### config.mk
export PLATFORM = sky130hd
export DESIGN_NAME = kart_scene_renderer
export DESIGN_NICKNAME = d
export VERILOG_FILES = /design/src/rtl/kart_scene_renderer.sv
export SDC_FILE = /design/constraint.sdc
export NUM_CORES = 2
export LEC_CHECK = 0
export ABC_CLOCK_PERIOD_IN_PS = 6700
export CAP_MARGIN = 25
export CORE_UTILIZATION = 45
export CTS_CLUSTER_SIZE = 14
export DETAILED_ROUTE_END_ITERATION = 8
export GPL_TIMING_DRIVEN = 1
export PLACE_DENSITY = 0.72
export RECOVER_POWER = 100
export SLEW_MARGIN = 20
export SYNTH_ARGS = -nofsm -noshare
export SYNTH_HDL_FRONTEND = slang
export SYNTH_SLANG_ARGS = --single-unit
### constraint.sdc
create_clock -name clk_in -period 6.7 [get_ports clk_in]
set_input_delay 0.67 -clock clk_in [delete_from_list [all_inputs] [get_ports clk_in]]
set_output_delay 0.67 -clock clk_in [all_outputs]
set_load 0.01 [all_outputs]
### src/rtl/kart_scene_renderer.sv
// kart_scene_renderer
//   Renders a rotated, camera-centred top-down track with NUM_KARTS world-space
//   kart sprites. Texture and sprite colours come from external memories that
//   have a fixed read latency of MEM_LAT cycles. The final pixel is composited
//   by kart priority, and sprite texels equal to KEY_COLOR are transparent.
//   Pixel latency from hcount_in/vcount_in to pixel_out is 4 + MEM_LAT.
//
// Ports
//   clk_in, rst_in            pixel clock, synchronous active-high reset
//   hcount_in, vcount_in      screen position of the incoming pixel
//   cam_x_in, cam_y_in        camera world position (latched once per frame)
//   cos_in, sin_in            signed Q1.FRAC direction (latched once per frame)
//   kart_x_in, kart_y_in      packed kart world positions, kart i at [11i+10:11i]
//   world_x_out, world_y_out  texture lookup address
//   tex_color_in              track colour, MEM_LAT cycles after world_*_out
//   sprite_addr_out           {kart, v, u} sprite texel address
//   sprite_color_in           sprite colour, MEM_LAT cycles after sprite_addr_out
//   pixel_out                 composited RGB444
//   kart_id_out               {visible, kart index}
//   hcount_out, vcount_out    hcount_in/vcount_in delayed to line up with pixel_out
module kart_scene_renderer #(
   parameter int          NUM_KARTS  = 4,
   parameter int          CENTER_X   = 512,
   parameter int          CENTER_Y   = 384,
   parameter int          V_LATCH    = 768,
   parameter int          FRAC       = 9,
   parameter int          KART_SIZE  = 128,
   parameter int          SPRITE_DIM = 32,
   parameter int          MEM_LAT    = 2,
   parameter logic [11:0] KEY_COLOR  = 12'h406,
   parameter logic [11:0] OOB_COLOR  = 12'h000
) (
   input  logic                                                  clk_in,
   input  logic                                                  rst_in,
   input  logic [10:0]                                           hcount_in,
   input  logic [9:0]                                            vcount_in,
   input  logic [10:0]                                           cam_x_in,
   input  logic [10:0]                                           cam_y_in,
   input  logic [10:0]                                           cos_in,
   input  logic [10:0]                                           sin_in,
   input  logic [NUM_KARTS*11-1:0]                               kart_x_in,
   input  logic [NUM_KARTS*11-1:0]                               kart_y_in,
   output logic [10:0]                                           world_x_out,
   output logic [10:0]                                           world_y_out,
   input  logic [11:0]                                           tex_color_in,
   output logic [$clog2(NUM_KARTS)+2*$clog2(SPRITE_DIM)-1:0]     sprite_addr_out,
   input  logic [11:0]                                           sprite_color_in,
   output logic [11:0]                                           pixel_out,
   output logic [$clog2(NUM_KARTS):0]                            kart_id_out,
   output logic [10:0]                                           hcount_out,
   output logic [9:0]                                            vcount_out
);

   localparam int KID_W   = $clog2(NUM_KARTS);
   localparam int SPR_W   = $clog2(SPRITE_DIM);
   localparam int SHIFT   = $clog2(KART_SIZE / SPRITE_DIM);
   localparam int HALF    = KART_SIZE / 2;
   localparam int LATENCY = 4 + MEM_LAT;
   localparam int FLAG_W  = KID_W + 3;
   localparam logic signed [14:0] KS_S = 15'(KART_SIZE);

   // ---------------------------------------------------------------
   // Frame shadow registers: everything downstream uses only these, so
   // mid-frame input changes cannot tear the picture.
   // ---------------------------------------------------------------
   logic                       frame_latch;
   logic [10:0]                cam_x_sh, cam_y_sh;
   logic signed [10:0]         cos_sh, sin_sh;
   logic [NUM_KARTS*11-1:0]    kart_x_sh, kart_y_sh;

   assign frame_latch = (hcount_in == 11'd0) && (vcount_in == 10'(V_LATCH));

   always_ff @(posedge clk_in) begin
      if (rst_in) begin
         cam_x_sh  <= '0;
         cam_y_sh  <= '0;
         cos_sh    <= '0;
         sin_sh    <= '0;
         kart_x_sh <= '0;
         kart_y_sh <= '0;
      end else if (frame_latch) begin
         cam_x_sh  <= cam_x_in;
         cam_y_sh  <= cam_y_in;
         cos_sh    <= cos_in;
         sin_sh    <= sin_in;
         kart_x_sh <= kart_x_in;
         kart_y_sh <= kart_y_in;
      end
   end

   // ---------------------------------------------------------------
   // S0: screen offset from the camera centre.
   // A valid bit travels with each pixel so that pixels caught in flight by
   // a reset are never presented.
   // ---------------------------------------------------------------
   logic signed [11:0] dx_s0, dy_s0;
   logic               vld_s0;

   always_ff @(posedge clk_in) begin
      if (rst_in) begin
         dx_s0  <= '0;
         dy_s0  <= '0;
         vld_s0 <= 1'b0;
      end else begin
         dx_s0  <= {1'b0, hcount_in} - 12'(CENTER_X);
         dy_s0  <= {2'b00, vcount_in} - 12'(CENTER_Y);
         vld_s0 <= 1'b1;
      end
   end

   // ---------------------------------------------------------------
   // S1: rotation products.
   // ---------------------------------------------------------------
   logic signed [22:0] dx_ext, dy_ext, cos_ext, sin_ext;
   logic signed [22:0] p_xc, p_ys, p_xs, p_yc;
   logic               vld_s1;

   assign dx_ext  = {{11{dx_s0[11]}}, dx_s0};
   assign dy_ext  = {{11{dy_s0[11]}}, dy_s0};
   assign cos_ext = {{12{cos_sh[10]}}, cos_sh};
   assign sin_ext = {{12{sin_sh[10]}}, sin_sh};

   always_ff @(posedge clk_in) begin
      if (rst_in) begin
         p_xc   <= '0;
         p_ys   <= '0;
         p_xs   <= '0;
         p_yc   <= '0;
         vld_s1 <= 1'b0;
      end else begin
         p_xc   <= dx_ext * cos_ext;
         p_ys   <= dy_ext * sin_ext;
         p_xs   <= dx_ext * sin_ext;
         p_yc   <= dy_ext * cos_ext;
         vld_s1 <= vld_s0;
      end
   end

   // ---------------------------------------------------------------
   // S2: world coordinate. >>> on a signed value floors, so a pixel just
   // left of the centre lands on the texel to the left, not on the centre.
   // ---------------------------------------------------------------
   logic signed [24:0] sum_x, sum_y;
   logic [13:0]        rot_x, rot_y;
   logic signed [13:0] wx_s2, wy_s2;
   logic               vld_s2;

   assign sum_x = {{2{p_xc[22]}}, p_xc} - {{2{p_ys[22]}}, p_ys};
   assign sum_y = {{2{p_xs[22]}}, p_xs} + {{2{p_yc[22]}}, p_yc};
   assign rot_x = 14'(sum_x >>> FRAC);
   assign rot_y = 14'(sum_y >>> FRAC);

   always_ff @(posedge clk_in) begin
      if (rst_in) begin
         wx_s2  <= '0;
         wy_s2  <= '0;
         vld_s2 <= 1'b0;
      end else begin
         wx_s2  <= {3'b000, cam_x_sh} + rot_x;
         wy_s2  <= {3'b000, cam_y_sh} + rot_y;
         vld_s2 <= vld_s1;
      end
   end

   // ---------------------------------------------------------------
   // S3: memory addresses and hit test (combinational from S2 so the
   // external memories see the address one stage earlier).
   // ---------------------------------------------------------------
   logic                 oob_s3;
   logic [NUM_KARTS-1:0] hit_vec;
   logic [2*SPR_W-1:0]   uv_vec [NUM_KARTS];
   logic                 sel_hit;
   logic [KID_W-1:0]     sel_idx;
   logic [2*SPR_W-1:0]   sel_uv;

   assign world_x_out = wx_s2[10:0];
   assign world_y_out = wy_s2[10:0];

   // Anything above bit 10 set means negative or beyond 2047.
   assign oob_s3 = (wx_s2[13:11] != 3'b000) || (wy_s2[13:11] != 3'b000);

   for (genvar k = 0; k < NUM_KARTS; k++) begin : g_kart
      logic signed [14:0] u, v;

      // Signed 15-bit offsets: a kart straddling the world edge sees negative
      // world coordinates as negative, never as wrapped texture addresses.
      assign u = {wx_s2[13], wx_s2} - {4'b0000, kart_x_sh[11*k +: 11]} + 15'(HALF);
      assign v = {wy_s2[13], wy_s2} - {4'b0000, kart_y_sh[11*k +: 11]} + 15'(HALF);

      assign hit_vec[k] = (u >= 15'sd0) && (u < KS_S) && (v >= 15'sd0) && (v < KS_S);
      assign uv_vec[k]  = {v[SHIFT +: SPR_W], u[SHIFT +: SPR_W]};
   end

   // Walk from the highest index down so the lowest-index hit ends up selected.
   always_comb begin
      sel_hit = 1'b0;
      sel_idx = '0;
      sel_uv  = '0;
      for (int i = NUM_KARTS - 1; i >= 0; i--) begin
         if (hit_vec[i]) begin
            sel_hit = 1'b1;
            sel_idx = KID_W'(i);
            sel_uv  = uv_vec[i];
         end
      end
      if (!vld_s2) begin
         sel_hit = 1'b0;
      end
   end

   assign sprite_addr_out = sel_hit ? {sel_idx, sel_uv} : '0;

   // ---------------------------------------------------------------
   // Flag delay line: align hit/oob/index with the returned colours.
   // ---------------------------------------------------------------
   logic [FLAG_W-1:0] flag_d [MEM_LAT];
   logic              fl_vld, fl_oob, fl_hit;
   logic [KID_W-1:0]  fl_idx;

   always_ff @(posedge clk_in) begin
      if (rst_in) begin
         for (int i = 0; i < MEM_LAT; i++) begin
            flag_d[i] <= '0;
         end
      end else begin
         flag_d[0] <= {vld_s2, oob_s3, sel_hit, sel_idx};
         for (int i = 1; i < MEM_LAT; i++) begin
            flag_d[i] <= flag_d[i-1];
         end
      end
   end

   assign {fl_vld, fl_oob, fl_hit, fl_idx} = flag_d[MEM_LAT-1];

   // ---------------------------------------------------------------
   // Final compositing. A keyed texel falls straight through to the track;
   // lower-priority karts underneath it are deliberately not consulted.
   // ---------------------------------------------------------------
   always_ff @(posedge clk_in) begin
      if (rst_in) begin
         pixel_out   <= '0;
         kart_id_out <= '0;
      end else if (!fl_vld) begin
         pixel_out   <= '0;
         kart_id_out <= '0;
      end else if (fl_hit && (sprite_color_in != KEY_COLOR)) begin
         pixel_out   <= sprite_color_in;
         kart_id_out <= {1'b1, fl_idx};
      end else if (fl_oob) begin
         pixel_out   <= OOB_COLOR;
         kart_id_out <= '0;
      end else begin
         pixel_out   <= tex_color_in;
         kart_id_out <= '0;
      end
   end

   // ---------------------------------------------------------------
   // Screen position delay, runs every cycle including blanking.
   // ---------------------------------------------------------------
   logic [20:0] pos_d [LATENCY];

   always_ff @(posedge clk_in) begin
      if (rst_in) begin
         for (int i = 0; i < LATENCY; i++) begin
            pos_d[i] <= '0;
         end
      end else begin
         pos_d[0] <= {hcount_in, vcount_in};
         for (int i = 1; i < LATENCY; i++) begin
            pos_d[i] <= pos_d[i-1];
         end
      end
   end

   assign {hcount_out, vcount_out} = pos_d[LATENCY-1];

endmodule

==> results.txt <==
- In the final routed layout, each cell accounts on average for about 17 um.
- Post-CTS Hold Buffers: 0
* Number of vias per cell after detailed routing: 5.141
* Least-Margin Pin Slew: around 3800 ps
* Multi-input gate area in the final layout: 28220 um2
* Post-synth ARST share: 0%
* Post-synth top area cell: sky130_fd_sc_hd__fa_1
* Unrepaired setup endpoints after global routing: no
- Fill cells in the final layout number about 8.2k.
- Routability-driven placement finished with a final weighted congestion of roughly 0.9.
* Die area: 90580 um2
- Instance count of the mapped netlist: 4598
- Core region area: approximately 90000 um2
- The checks that failed: DRC, capacitance limit, slew limit.
* Pin count of the biggest net entering global routing: 91
- Of the post-synthesis cell area, the dominant cell type holds between 20% and 30%.
- Summing over every cut layer, the via total after detailed routing is a little over 30k.
- For this design, the sink count on the clock tree is around 410.
- Initial Utilization: between 40% and 50%
- Yosys warns: 0
- After detailed routing, the number of remaining DRC violations is 45.
- Clock-pin slew was measured on the worst setup and hold paths at about 60 ps.
- Mean instance size in the synthesized netlist: about 8.7 um2
- Sequential area share after synthesis: 20.46%
- Die W: 301.0 um
* Floorplan die height: approximately 300 um
* Number of nets still failing antenna checks after routing: 0
- roughly 250 I/O pins were placed.
- The tree is rooted in a sky130_fd_sc_hd__clkbuf_16.
- # nets final: roughly 5.9k
- When the netlist entered floorplanning its net count stood at between 5k and 6k.
- Number of storage elements in the synthesis netlist: a little over 400
* CP required: around 6000 ps
- Summed negative setup slack over all endpoints: 0 ps
- CTS H-tree depth: 2
- Setup crit end kind: output port
- In the final layout, the share of cells above drive strength 1 is 3.253%.
* Vias in the first global route: between 30k and 40k
* CTS Buf Count: ~50
- Critical-path top delay cell: sky130_fd_sc_hd__a2111oi_0
- DRT iter0 DRCs: ~1.7k
- STA puts the critical path data arrival time at between 5000 and 6000 ps.
- Antenna diode instance count: 0
* Startpoint Class: register
* Ordered cell list for the critical path: ha_1, ha_1, a211o_1, a2111oi_0, o21ai_1, mux2i_1, nor2_1, nand4_2, nor4b_4, or2_1, inv_1, a31oi_4, a21boi_1, clkdlybuf4s50_1
- Fmax: around 160 MHz
- Worst vdd ir: about 0.00016 V
- Synth-to-Final Area Change: 12.70%
- Fin crit period: roughly 6400 ps
* Half-perimeter wire length after detailed placement: 80470 um
- Cell types with the largest area share after synthesis: sky130_fd_sc_hd__fa_1, sky130_fd_sc_hd__dfxtp_1, sky130_fd_sc_hd__ha_1, sky130_fd_sc_hd__inv_1, sky130_fd_sc_hd__nand2_1
- Between clock sinks in the finished design, the worst skew comes to between 40 and 50 ps.
* EDFF count, synth: 0
- Storage element area: 8228 um2
- Routed wire length: between 100000 and 150000 um
- The worst pin sits at a relative slew slack of -155.4%.
* Global-route wire length before repair: roughly 160000 um
* Detailed-routing iteration count for the pre-antenna-repair pass: 9
- Largest stage delay on the critical path: just over 700 ps
- Post-CTS timing repair inserted 0 buffers for setup.
- Cell area power density: ~120 nW/um2
- The tool flagged a number of max-cap violations equal to 6.
- Worst-Skew Late Latency: 630 ps
* Number of cells upsized or downsized after cts: 0
- The worst setup path is of the reg -> out kind.
* Endpoints failing setup: 0
* Antenna violations before repair: 1
- The count of buffers added on input and output ports is ~250.
* Final Slew Violations: between 400 and 500
- Post-route clock period utilization: 94.85%
- The design draws 0.005331 W.
- The cell that appears most often on the critical path is sky130_fd_sc_hd__ha_1.
* CTS tree: yes
* Largest fanout on the critical path: 12
* Leftover overflow at the end of global routing: 0
- Number of endpoints with negative hold slack in the final report: 0
* Static leakage power: between 20 and 25 nW
* CTS max path bufs: 3
- # rows: roughly 110
- Run status: complete, but fails checks
* Synth Cell Area: about 40000 um2
- The tightest min-delay check is of the reg -> reg type.
- The synthesized netlist contains 92 unique library cells.
- The most used flip-flop cell after synthesis is sky130_fd_sc_hd__dfxtp_1.
* Overall Global Routing Usage: 22.55%
[synthesized netlist by cell type, types with 25 or more instances]
library cell               instances
sky130_fd_sc_hd__a21o_1           40
sky130_fd_sc_hd__nand2_1         567
sky130_fd_sc_hd__nand3_1          50
sky130_fd_sc_hd__nor2_1          242
sky130_fd_sc_hd__inv_1           769
sky130_fd_sc_hd__clkbuf_1        168
sky130_fd_sc_hd__and2_1          238
sky130_fd_sc_hd__nor2b_1         189
sky130_fd_sc_hd__a211oi_1         25
sky130_fd_sc_hd__ha_1            440
sky130_fd_sc_hd__fa_1            496
sky130_fd_sc_hd__o21a_1           27
sky130_fd_sc_hd__xnor2_1         111
sky130_fd_sc_hd__o21ai_0          71
sky130_fd_sc_hd__xor2_1           60
sky130_fd_sc_hd__a21oi_1         254
sky130_fd_sc_hd__nor3_1           60
sky130_fd_sc_hd__dfxtp_1         411
sky130_fd_sc_hd__nand2b_1         39
[logic make-up (layout without fill, tap and decap cells)]
family / after synthesis / after routing / share of synthesized area, %
xor+xnor: 171 / 171 / 3.724
compound gates: 613 / 613 / 9.880
flops: 411 / 411 / 20.46
simple gates: 1480 / 1480 / 17.81
fa+ha+maj: 938 / 938 / 38.43
mux: 16 / 16 / 0.4044
buf+inv: 969 / 1166 / 9.292
[worst max-delay path, delay by kind of cell (launching register included)]
family | cells | cell delay (ps)
AO/OA/AOI/OAI | 5 | 1950
adder cells (fa/ha/maj) | 2 | 630
buffers and inverters | 2 | 660
flip-flops | 1 | 500
multiplexers | 1 | 160
AND/OR/NAND/NOR | 4 | 1130
[per-stage QoR]
stage | hold WS, ps | cells | cell area, um2 | worst slack [ps] | util [%]
final | 430.6 | 5960 | 45330 | 345.3 | 51.21
after global routing | 443.1 | 5960 | 45330 | 24.38 | 51.21
after CTS | 430.7 | 5959 | 45380 | 384.0 | 51.27
after detailed placement | 420.4 | 5876 | 43810 | 668.6 | 49.50
after global placement | 413.3 | 5876 | 43810 | 777.5 | 49.50
after floorplan | 405.7 | 4598 | 40220 | 1386 | -
[final cells by class]
class | instances | share of cell area (%)
Timing Repair Buffer | 312 | 6.512
Clock inverter | 17 | 0.3754
Inverter | 771 | 6.385
Clock buffer | 66 | 3.089
Tap cell | 1165 | 3.216
Multi-Input combinational cell | 3218 | 62.27
Sequential cell | 411 | 18.15
[registers in the layout, indices dropped and copies added (netlist names)]
signal / cells
dx_s0: 12
cam_x_sh: 11
p_yc: 22
kart_id_out: 3
kart_x_sh: 44
pixel_out: 12
vld_s2: 1
p_xc: 23
dy_s0: 11
kart_y_sh: 44
wy_s2: 14
wx_s2: 14
cos_sh: 11
pos_d: 110
sin_sh: 11
vld_s0: 1
p_ys: 22
vld_s1: 1
p_xs: 23
flag_d: 10
cam_y_sh: 11
[cell usage in the layout, fill, tap and decap left out, types with 8 or more instances in the layout]
master / instances
sky130_fd_sc_hd__a21oi_1: 254
sky130_fd_sc_hd__mux2i_1: 14
sky130_fd_sc_hd__dfxtp_1: 411
sky130_fd_sc_hd__or3_1: 16
sky130_fd_sc_hd__clkdlybuf4s50_1: 185
sky130_fd_sc_hd__xnor2_1: 111
sky130_fd_sc_hd__a31oi_1: 9
sky130_fd_sc_hd__clkbuf_1: 13
sky130_fd_sc_hd__o211ai_1: 14
sky130_fd_sc_hd__and2_1: 231
sky130_fd_sc_hd__a211o_1: 10
sky130_fd_sc_hd__fa_1: 496
sky130_fd_sc_hd__o21bai_1: 17
sky130_fd_sc_hd__a211oi_1: 25
sky130_fd_sc_hd__dlygate4sd3_1: 62
sky130_fd_sc_hd__a2111oi_0: 8
sky130_fd_sc_hd__nor2b_1: 189
sky130_fd_sc_hd__a21o_1: 40
sky130_fd_sc_hd__clkbuf_8: 11
sky130_fd_sc_hd__nor3_1: 60
sky130_fd_sc_hd__clkbuf_16: 49
sky130_fd_sc_hd__nand4_1: 12
sky130_fd_sc_hd__and3_1: 24
sky130_fd_sc_hd__xor2_1: 60
sky130_fd_sc_hd__a21boi_1: 8
sky130_fd_sc_hd__nor2_1: 242
sky130_fd_sc_hd__o41ai_1: 10
sky130_fd_sc_hd__o21ai_0: 73
sky130_fd_sc_hd__inv_1: 770
sky130_fd_sc_hd__nand2_1: 567
sky130_fd_sc_hd__ha_1: 440
sky130_fd_sc_hd__nand2b_1: 39
sky130_fd_sc_hd__o21a_1: 27
sky130_fd_sc_hd__nor4_1: 10
sky130_fd_sc_hd__buf_4: 55
sky130_fd_sc_hd__o21ai_1: 18
sky130_fd_sc_hd__nand3_1: 50
sky130_fd_sc_hd__a22o_1: 11
[per-layer routing]
layer  up-vias  GRT usage, %  routed length [um]
li1      14788             -                   -
met1     14949         29.40               43720
met2       760         38.99               49130
met3       144         2.540                5053
met4         0         7.022                2880
met5         -             0                   0
[path summary, 6_finish.rpt]
path,depth (start not counted),start,end,slack (ps)
max,14,wy_s2[2],sprite_addr_out[2],350
min,1,flag_d[0][6],kart_id_out[1],430
max reg2reg,17,dx_s0[5],p_xs[20],490
min reg2reg,1,flag_d[0][6],kart_id_out[1],430
[report_power, final]
group	total [W]	switching (W)	leakage (nW)	internal, W
registers	0.00251	0.0000388	3.32	0.00247
logic	0.000225	0.000106	17.4	0.000119
clock network	0.00260	0.00109	0.764	0.00150
Note: power is estimated with default switching activity, not from simulation.
